$ cat src/rtl/ks_pkg.sv
// ks_pkg: shared propagate/generate type and helpers for the Kogge-Stone adder.
package ks_pkg;
  typedef struct packed {
    logic p;
    logic g;
  } pg_t;
  function automatic pg_t pg_combine(pg_t hi, pg_t lo);
    return '{p: hi.p & lo.p, g: hi.g | (hi.p & lo.g)};
  endfunction
  function automatic int ceil_div(int n, int d);
    return (n + d - 1) / d;
  endfunction
endpackage

$ cat src/rtl/ks_prefix_group.sv
// ks_prefix_group: combinational span of NUM_LEVELS Kogge-Stone levels starting at FIRST_LEVEL.
module ks_prefix_group
  import ks_pkg::*;
#(
  parameter int NBITS       = 32,
  parameter int FIRST_LEVEL = 0,
  parameter int NUM_LEVELS  = 1
) (
  input  pg_t [NBITS:0] pg_i,
  output pg_t [NBITS:0] pg_o
);
  for (genvar l = 0; l < NUM_LEVELS; l++) begin : g_lvl
    localparam int D = 1 << (FIRST_LEVEL + l);
    pg_t [NBITS:0] src;
    pg_t [NBITS:0] nd;
    if (l == 0) begin : g_first
      assign src = pg_i;
    end else begin : g_next
      assign src = g_lvl[l-1].nd;
    end
    for (genvar x = 0; x <= NBITS; x++) begin : g_node
      if (x >= D) begin : g_op
        assign nd[x] = pg_combine(src[x], src[x-D]);
      end else begin : g_pass
        assign nd[x] = src[x];
      end
    end
  end
  assign pg_o = g_lvl[NUM_LEVELS-1].nd;
endmodule

$ cat src/rtl/ks_pipe_addsub.sv
// ks_pipe_addsub: pipelined Kogge-Stone adder/subtractor with flags and a globally stalled valid/ready stream.
module ks_pipe_addsub
  import ks_pkg::*;
#(
  parameter int NBITS     = 32,
  parameter int REG_EVERY = 2
) (
  input  logic             clk,
  input  logic             rst,
  input  logic             in_valid,
  output logic             in_ready,
  input  logic [NBITS-1:0] a,
  input  logic [NBITS-1:0] b,
  input  logic             cin,
  input  logic             sub,
  output logic             out_valid,
  input  logic             out_ready,
  output logic [NBITS-1:0] sum,
  output logic             cout,
  output logic             ovf,
  output logic             zero
);
  localparam int DEPTH = $clog2(NBITS);
  localparam int G     = ceil_div(DEPTH, REG_EVERY);
  logic             adv;
  logic [NBITS-1:0] b_eff;
  pg_t  [NBITS:0]   pre_d;
  pg_t  [NBITS:0]   nd_q [G];
  pg_t  [NBITS:0]   grp  [G];
  logic [NBITS-1:0] p_q  [G];
  logic [G-1:0]     v_q, am_q, bm_q;
  logic [NBITS-1:0] sum_d, sum_q;
  logic             cout_d, ovf_d, zero_d;
  logic             out_valid_q, cout_q, ovf_q, zero_q;
  assign adv       = !out_valid_q || out_ready;
  assign in_ready  = adv;
  assign out_valid = out_valid_q;
  assign sum       = sum_q;
  assign cout      = cout_q;
  assign ovf       = ovf_q;
  assign zero      = zero_q;
  // prefix position 0 carries the effective carry-in; bit i lives at position i+1
  always_comb begin
    b_eff    = sub ? ~b : b;
    pre_d[0] = '{p: 1'b0, g: sub | cin};
    for (int i = 0; i < NBITS; i++) pre_d[i+1] = '{p: a[i] ^ b_eff[i], g: a[i] & b_eff[i]};
  end
  for (genvar s = 0; s < G; s++) begin : g_grp
    ks_prefix_group #(
      .NBITS      (NBITS),
      .FIRST_LEVEL(s * REG_EVERY),
      .NUM_LEVELS (s == G - 1 ? DEPTH - (G - 1) * REG_EVERY : REG_EVERY)
    ) u_grp (
      .pg_i(nd_q[s]),
      .pg_o(grp[s])
    );
  end
  // top node may span only positions 1..NBITS when NBITS is a power of two, so fold in position 0
  always_comb begin
    for (int i = 0; i < NBITS; i++) sum_d[i] = p_q[G-1][i] ^ grp[G-1][i].g;
    cout_d = grp[G-1][NBITS].g | (grp[G-1][NBITS].p & grp[G-1][0].g);
    ovf_d  = (am_q[G-1] == bm_q[G-1]) && (sum_d[NBITS-1] != am_q[G-1]);
    zero_d = sum_d == '0;
  end
  always_ff @(posedge clk) begin
    if (rst) begin
      v_q         <= '0;
      am_q        <= '0;
      bm_q        <= '0;
      for (int s = 0; s < G; s++) begin
        nd_q[s] <= '0;
        p_q[s]  <= '0;
      end
      out_valid_q <= 1'b0;
      sum_q       <= '0;
      cout_q      <= 1'b0;
      ovf_q       <= 1'b0;
      zero_q      <= 1'b0;
    end else if (adv) begin
      v_q[0]  <= in_valid;
      nd_q[0] <= pre_d;
      p_q[0]  <= a ^ b_eff;
      am_q[0] <= a[NBITS-1];
      bm_q[0] <= b_eff[NBITS-1];
      for (int s = 1; s < G; s++) begin
        v_q[s]  <= v_q[s-1];
        nd_q[s] <= grp[s-1];
        p_q[s]  <= p_q[s-1];
        am_q[s] <= am_q[s-1];
        bm_q[s] <= bm_q[s-1];
      end
      out_valid_q <= v_q[G-1];
      sum_q       <= sum_d;
      cout_q      <= cout_d;
      ovf_q       <= ovf_d;
      zero_q      <= zero_d;
    end
  end
endmodule

$ cat config.mk
export PLATFORM = sky130hd
export DESIGN_NAME = ks_pipe_addsub
export DESIGN_NICKNAME = d
export VERILOG_FILES = /design/src/rtl/ks_pkg.sv /design/src/rtl/ks_prefix_group.sv /design/src/rtl/ks_pipe_addsub.sv
export SDC_FILE = /design/constraint.sdc
export NUM_CORES = 1
export LEC_CHECK = 0
export BUFFER_PORTS_ARGS = -buffer_cell sky130_fd_sc_hd__buf_2
export CORE_MARGIN = 2
export CORE_UTILIZATION = 56
export CTS_BUF_LIST = sky130_fd_sc_hd__clkbuf_8
export DETAILED_ROUTE_END_ITERATION = 8
export GPL_TIMING_DRIVEN = 0
export PLACE_DENSITY_LB_ADDON = 0.1
export SLEW_MARGIN = 10
export SYNTH_ARGS = -nofsm -noshare
export SYNTH_HDL_FRONTEND = slang
export SYNTH_SLANG_ARGS = --single-unit
$ cat constraint.sdc
create_clock -name clk -period 7.3 [get_ports clk]
set_input_delay 0.365 -clock clk [delete_from_list [all_inputs] [get_ports clk]]
set_output_delay 0.365 -clock clk [all_outputs]
set_load 0.05 [all_outputs]
==> out/results.md, run 1 <==
| Step | Result | Value |
| --- | --- | --- |
| logic synthesis | Area share of xor/xnor cells in the synthesized design | 4.51% |
| critical path | Crit end category | primary output |
| critical path | Worst reg-to-reg setup slack | 5.18 ns |
| cts | CTS root buf | clkbuf_8 |
| logic synthesis | Area fraction of the dominant cell type after synthesis | 58.2% |
| critical path | Signal arrival time at the worst endpoint | 1.82 ns |
| critical path | Worst R2R Path Depth | 4 |
| grt | Global-route usage over all layers | 22.7% |
| final layout | Nets@finish | 1265 |
| timing | Max-slew headroom at the worst pin | 50.7% |
| run status | Status | complete, no violations |
| hold path | HP Start | in_valid |
| logic synthesis | Area share of fa/ha/maj cells after synthesis | 3.22% |
| critical path | Capture instance of the worst register-to-register path | nd_q[0][50]$_SDFFCE_PN0P_ |
| logic synthesis | Number of warnings reported in the yosys synthesis log | 0 |
| placement | Dpl cells | 1395 |
| timing | FMAX | 457 MHz |
| die | Core area | 21800 um2 |
| logic synthesis | Library cells used by synthesis | 32 |
| timing | Post-route worst setup slack | 5.11 ns |
| die | Die Wd | 153 um |
| logic synthesis | Post-synth top area cell | edfxtp_1 |
| route | Post-route antenna net violation count | 0 |
| placement | Post-place setup slack | 4.79 ns |
| logic synthesis | Mapped Cells | 1007 |
| route | Amount of wire on met2 after detailed routing | 12500 um |
| cts | Postcts setup bufs | 0 |
| die | I/O pin cnt | 107 |
| route | Residual DRC count | 0 |
| critical path | Worst Setup Start Kind | register |
| hold path | Worst Hold Class | in -> reg |
| critical path | Standard cell with the maximum stage delay on the critical path | clkbuf_1 |
| logic synthesis | Fraction of the mapped netlist area in simple logic gates | 15.7% |
| placement | Input/output buffers | 105 |
| power | Areal power density over the cells | 242 nW/um2 |
| cts | Number of H-tree branching levels | 2 |
| timing | Setup repair after global routing missed its margin | no |
| final layout | Relative area change from synthesis to final layout | 14.5% |
| route | Routed via count | 7818 |
| logic synthesis | Total standard cell area after synthesis | 12400 um2 |
| grt | Largest net degree at the start of global routing | 69 |
| hold path | Number of instances on the worst hold path | 3 |
| cts | Buffers from clock root to sink, at most | 3 |
| critical path | Critical Setup Path Class | reg -> out |
| run | Max-Cap Viols | 0 |
| cts | Hold Buf Count CTS | 0 |
| route | Routed vias/inst | 5.29 |
| cts | Clock-pin slew on the worst setup and hold paths | 0.06 ns |
| critical path | Worst EP required | 6.93 ns |
| logic synthesis | Flip-flop and latch count after synthesis | 286 |
| critical path | Stages on the worst setup path | 4 |
| cts | Post-cts sizing count | 0 |
| route | Number of design-rule violations left by the first detailed-router iteration | 673 |
| die | Vert. Die Dim | 153 um |
| route | Detailed-routing wirelength on met1 | 11900 um |
| timing | Number of slew-limit violations in the final report | 0 |
| grt | GRT Residual Overflow | 0 |
| placement | Placed wire-length estimate after detailed placement | 19300 um |
| timing | Summed negative setup slack over all endpoints | 0 ns |
| critical path | Maximum net fanout on the critical path | 10 |
| cts | TritonCTS clock tree | built |
| timing | Setup-violating endpoint count in the final report | 0 |
| critical path | Gate family responsible for the most delay along the worst path | buffers and inverters |
| logic synthesis | Synth Area in Compound Gates | 9.52% |
| final layout | Final Core Density | 65.2% |
| route | Top routing layer in use | met4 |
| timing | Post-route clock skew | 0.0126 ns |
| placement | Final weighted congestion in routability-driven placement | 0.936 |
| critical path | Buf/Inv on CP | 3 |
| power | Sum of internal, switching and leakage power | 3.45 mW |
| logic synthesis | Sequential fraction of the synthesis area | 65.4% |
| die | Starting density of the core | 57.0% |
| route | Sum of met3 wire segment lengths after detailed routing | 1570 um |
| cts | Total clock buffers created by CTS | 46 |
| route | Wire length per cell | 17.8 um |
| power | Max rail drop VDD | 104 uV |
| grt | First-pass GRT wire length | 40900 um |
| critical path | Startpoint of the worst-slack reg-to-reg timing path | out_valid$_SDFFE_PP0P_ |
| logic synthesis | Top cells by area, synth | edfxtp_1, dfxtp_1, and2_1, a21oi_1, nor2_1 |
| timing | Post-layout min period | 2.19 ns |
| route | Number of detailed-routing iterations run before antenna repair | 5 |
| die | Number of placement rows | 54 |
| final layout | Fraction of final layout cells sized beyond drive strength 1 | 15.6% |
| logic synthesis | Syn_nets | 1109 |
| critical path | Cells traversed along the worst timing path | nor2b_4, inv_2, clkbuf_1, buf_2 |
| logic synthesis | Multiplexer share of the synthesized area | 0% |
| route | Final Routed Wirelength | 26300 um |
| final layout | Non-filler cells in the finished layout | 1478 |
| grt | Initial antenna violation count | 0 |
| critical path | Crit path largest cell delay | 0.36 ns |
| power | Leakage | 6.30 nW |
| logic synthesis | Syn_area_per_cell | 12.3 um2 |
| timing | Slew at the pin closest to its max-slew limit | 0.740 ns |
| die | Die area | 23400 um2 |
| grt | Number of global-route vias before repair | 7436 |
| hold path | Worst min-delay path endpoint | v_q[0]$_SDFFE_PP0P_ |
| critical path | Critical Path Source | out_valid$_SDFFE_PP0P_ |
| timing | Count of endpoints failing hold in the final timing report | 0 |
| logic synthesis | Dominant combinational cell family by area after synthesis | simple AND/OR/NAND/NOR gates |
| cts | Clock latency on the worst-skew pair | 0.55 ns |
| cts | Clock sinks | 286 |
| timing | Period Utilization, post-route | 30.0% |
==> flip-flops by register name (all words and copies together), names as in the netlist <==
| register | count |
|---|---|
| p_q | 96 |
| zero | 1 |
| cout | 1 |
| nd_q | 145 |
| v_q | 3 |
| sum | 32 |
| bm_q | 3 |
| am_q | 3 |
| ovf | 1 |
| out_valid | 1 |
==> cell usage after synthesis <==
| cell type | n |
|---|---|
| xnor2_1 | 32 |
| nor2_4 | 1 |
| a21o_1 | 51 |
| nor4_1 | 4 |
| nand2b_1 | 2 |
| o21bai_1 | 2 |
| ha_1 | 32 |
| buf_4 | 1 |
| nand4_1 | 3 |
| and3_1 | 12 |
| edfxtp_1 | 241 |
| a21oi_2 | 6 |
| xor2_1 | 32 |
| nor2_1 | 108 |
| dfxtp_1 | 45 |
| inv_1 | 5 |
| a31o_1 | 1 |
| and4_1 | 5 |
| clkbuf_1 | 25 |
| nor3_1 | 9 |
| a21oi_1 | 89 |
| o21a_1 | 19 |
| and2_1 | 141 |
| buf_2 | 15 |
| a22o_1 | 1 |
| nor2b_1 | 3 |
| nand2_1 | 92 |
| a211oi_1 | 17 |
| nand3b_1 | 1 |
| nand3_1 | 10 |
| nor2b_4 | 1 |
| inv_2 | 1 |
==> routing by layer <==
layer / vias up / track usage (%)
met5: - / 0
met4: 0 / 5.73
met3: 34 / 3.86
met2: 269 / 36.8
met1: 3637 / 32.2
li1: 3878 / -
==> layout make-up <==
class / count / area [um2]
fill: 1755 / 7590
tap: 280 / 350
inverter: 6 / 22.5
antenna: 1 / 2.50
clock inverter: 30 / 114
buffer: 41 / 176
clock buffer: 52 / 716
multi-input combinational: 674 / 4110
sequential: 286 / 8140
timing repair buffer: 108 / 608
==> worst max-delay path by stage <==
| stage | to | slack, ns |
|---|---|---|
| final | in_ready | 5.11 |
| after global routing | in_ready | 5.00 |
| after CTS | in_ready | 5.08 |
| after detailed placement | nd_q[0][56]$_SDFFCE_PN0P_ | 4.79 |
| after global placement | p_q[0][23]$_SDFFCE_PN0P_ | -2.03 |
| after floorplan | nd_q[0][0]$_SDFFCE_PN0P_ | 0.24 |
==> tightest hold or removal path: stages <==
cell and delay (ns):
buf_2 0.09, nand2_1 0.05, a21oi_1 0.05
==> per-stage QoR <==
step / instance area [um2] / hold slack [ns]
finish: 14200 / 0.0679
global route: 14200 / 0.0798
CTS: 14200 / 0.0416
detailed placement: 13400 / 0.443
global placement: 13300 / 0.435
floorplan: 12400 / 0.432
==> cells in the final DEF, fill, tap and decap left out, types with 2 or more instances in the layout <==
| cell | instances |
|---|---|
| edfxtp_1 | 241 |
| and2_1 | 141 |
| buf_2 | 120 |
| nor2_1 | 108 |
| nand2_1 | 92 |
| a21oi_1 | 89 |
| clkbuf_8 | 52 |
| a21o_1 | 51 |
| dfxtp_1 | 45 |
| xor2_1 | 32 |
| xnor2_1 | 32 |
| ha_1 | 32 |
| inv_1 | 28 |
| clkbuf_1 | 25 |
| o21a_1 | 19 |
| a211oi_1 | 17 |
| and3_1 | 12 |
| nand3_1 | 10 |
| nor3_1 | 9 |
| a21oi_2 | 6 |
| clkinv_1 | 6 |
| and4_1 | 5 |
| nor4_1 | 4 |
| nor2b_1 | 3 |
| nand4_1 | 3 |
| buf_16 | 3 |
| o21bai_1 | 2 |
==> power breakdown <==
group | internal (mW) | switching, mW | leakage [nW]
Combinational | 0.117 | 0.172 | 2.53
Sequential | 1.86 | 0.0695 | 3.26
Clock | 0.645 | 0.586 | 0.510
Total | 2.62 | 0.828 | 6.30
==> cell families (layout without fill, tap and decap cells) <==
family          after synthesis  in the layout
buf+inv                      47            237
simple gates                392            392
flops                       286            286
fa+ha+maj                    32             32
other cells                   0              1
xor+xnor                     64             64
compound gates              186            186
Note: power is estimated with default switching activity, not from simulation.
==> run 2: changes to the inputs <==
clock period = 1.8 ns   (was 7.3 ns; I/O delays follow)
==> run 2 against run 1 <==
Compared with the run above:
- final area up 3.2%
- power grew to 4.1 times the previous value
- first-iteration DRC count shrank 16%
- wire length is 3.4% higher
- largest cell class unchanged
==> out/results.md, run 2 (synthesis results as in run 1) <==
| Step | Result | Value |
| --- | --- | --- |
| hold path | Worst Hold Class | in -> reg |
| final layout | Diode insertion count for antenna repair | 0 |
| grt | Largest net degree at the start of global routing | 58 |
| critical path | Critical Setup Path Class | reg -> reg |
| final layout | Fraction of final layout cells sized beyond drive strength 1 | 16.5% |
| route | Routed via count | 8041 |
| route | Amount of wire on met2 after detailed routing | 12700 um |
| power | Areal power density over the cells | 953 nW/um2 |
| route | Detailed-routing wirelength on met1 | 12300 um |
| final layout | Most frequent standard cell in the layout excluding fill and tap cells | edfxtp_1 |
| grt | Initial antenna violation count | 0 |
| grt | Number of global-route vias before repair | 7764 |
| timing | Post-layout min period | 1.72 ns |
| critical path | Signal arrival time at the worst endpoint | 2.12 ns |
| cts | Clock latency on the worst-skew pair | 0.55 ns |
| cts | Clock-pin slew on the worst setup and hold paths | 0.06 ns |
| die | Number of placement rows | 54 |
| power | Leakage | 6.52 nW |
| die | Die area | 23400 um2 |
| grt | Global-route usage over all layers | 23.4% |
| placement | Input/output buffers | 105 |
| critical path | Gate family responsible for the most delay along the worst path | buffers and inverters |
| timing | Post-route clock skew | 0.0262 ns |
| timing | Setup repair after global routing missed its margin | yes |
| route | Final Routed Wirelength | 27200 um |
| timing | Slew at the pin closest to its max-slew limit | 0.775 ns |
| placement | Placed wire-length estimate after detailed placement | 19100 um |
| cts | Buffers from clock root to sink, at most | 3 |
| critical path | Crit end category | register |
| critical path | Worst Setup Start Kind | register |
| final layout | Nets@finish | 1307 |
| critical path | Crit path largest cell delay | 0.34 ns |
| die | Core area | 21800 um2 |
| route | Top routing layer in use | met4 |
| critical path | Buf/Inv on CP | 2 |
| final layout | Max FFs per register | 145 |
| route | Post-route antenna net violation count | 0 |
| route | Number of design-rule violations left by the first detailed-router iteration | 566 |
| die | Vert. Die Dim | 153 um |
| timing | Count of endpoints failing hold in the final timing report | 0 |
| critical path | Worst EP required | 2.20 ns |
| die | Starting density of the core | 57.0% |
| critical path | Worst reg-to-reg setup slack | 0.08 ns |
| final layout | Final Cell Area | 14700 um2 |
| route | Number of detailed-routing iterations run before antenna repair | 6 |
| cts | Number of H-tree branching levels | 2 |
| route | Sum of met3 wire segment lengths after detailed routing | 1520 um |
| route | Residual DRC count | 0 |
| critical path | Cells traversed along the worst timing path | nor2b_4, nor2_4, buf_2, buf_2, o21a_1 |
| critical path | Startpoint of the worst-slack reg-to-reg timing path | out_valid$_SDFFE_PP0P_ |
| cts | CTS root buf | clkbuf_8 |
| cts | TritonCTS clock tree | built |
| timing | Hold WS | 0.0570 ns |
| power | Max rail drop VDD | 446 uV |
| critical path | Capture instance of the worst register-to-register path | nd_q[0][166]$_SDFFCE_PN0P_ |
| final layout | Final Core Density | 67.3% |
| placement | Final weighted congestion in routability-driven placement | 0.933 |
| critical path | Maximum net fanout on the critical path | 10 |
| route | Wire length per cell | 17.9 um |
| final layout | Register ranked first by flip-flop count | nd_q |
| final layout | Non-filler cells in the finished layout | 1515 |
| route | Routed vias/inst | 5.31 |
| timing | Max-slew headroom at the worst pin | 48.3% |
| die | Die Wd | 153 um |
| timing | Number of slew-limit violations in the final report | 0 |
| cts | Total clock buffers created by CTS | 47 |
| timing | Setup-violating endpoint count in the final report | 0 |
| critical path | Standard cell with the maximum stage delay on the critical path | dfxtp_4 |
| critical path | Cell seen most often among critical-path stages | buf_2 |
| final layout | Commonest cells after routing, fill and taps aside | edfxtp_1, and2_1, buf_2 |
| timing | FMAX | 581 MHz |
| run | Max-Cap Viols | 0 |
| cts | Clock sinks | 286 |
| timing | Period Utilization, post-route | 95.6% |
| run status | Status | complete, no violations |
| placement | Dpl cells | 1395 |
| placement | Placed instance area | 13400 um2 |
| grt | GRT Residual Overflow | 0 |
| die | I/O pin cnt | 107 |
| grt | First-pass GRT wire length | 42300 um |
| critical path | Stages on the worst setup path | 5 |
| critical path | Critical Path Source | out_valid$_SDFFE_PP0P_ |
| final layout | Relative area change from synthesis to final layout | 18.1% |
| critical path | End point of the critical path | nd_q[0][166]$_SDFFCE_PN0P_ |
| critical path | Worst R2R Path Depth | 5 |
## run 2: stage by stage
stage,setup TNS (ns),setup WS (ns),power [mW]
finish,0,0.0788,14.0
global route,-0.000599,-0.000599,14.5
CTS,0,0.000277,14.1
detailed placement,-71.48,-0.499,9.15
global placement,-358.39,-1.48,9.11
floorplan,-205.87,-0.851,8.67
## run 2: routing by layer
layer | GRT usage, % | up-vias
met5 | 0 | -
met4 | 6.79 | 0
met3 | 3.23 | 53
met2 | 37.9 | 284
met1 | 33.4 | 3734
li1 | - | 3970
## run 2: area by class of cell
class | instances | area [um2]
timing repair buffer | 148 | 1050
clock buffer | 50 | 688
buffer | 40 | 193
inverter | 6 | 25.0
fill | 1683 | 7140
clock inverter | 29 | 111
tap | 280 | 350
sequential | 286 | 8140
multi-input combinational | 676 | 4120
## run 2: where the power goes
part	internal, mW	leakage (nW)	total [mW]	switching (mW)
registers	7.55	3.27	7.83	0.282
logic	0.532	2.77	1.24	0.711
clock network	2.53	0.489	4.92	2.40
total	10.6	6.52	14.0	3.39
## run 2: worst reg2reg max path: cells and delay by family, from the launching register on
family | cells | cell delay (ns)
AOI/OAI and AO/OA | 1 | 0.22
buffers and inverters | 2 | 0.65
DFF | 1 | 0.34
and+or+nand+nor | 2 | 0.37
## run 2: worst min-delay path by stage
stage / slack, ns / start / end / cells after the start
3_5_place_dp: 0.35 / in_valid / v_q[0]$_SDFFE_PP0P_ / 3
5_1_grt: 0.07 / rst / sum[0]$_SDFFE_PP0P_ / 3
4_1_cts: 0.03 / rst / sum[0]$_SDFFE_PP0P_ / 3
2_1_floorplan: 0.23 / a[31] / am_q[0]$_SDFFE_PP0P_ / 2
3_3_place_gp: 0.34 / in_valid / v_q[0]$_SDFFE_PP0P_ / 3
6_report: 0.06 / rst / sum[0]$_SDFFE_PP0P_ / 3
## run 2: what timing repair did
action	4_1_cts	5_1_grt
resized for setup	7	15
gates cloned	4	0
hold buffers	35	0
endpoints found under the hold margin	68	0
setup buffers	1	2
endpoints found under the setup margin	232	73
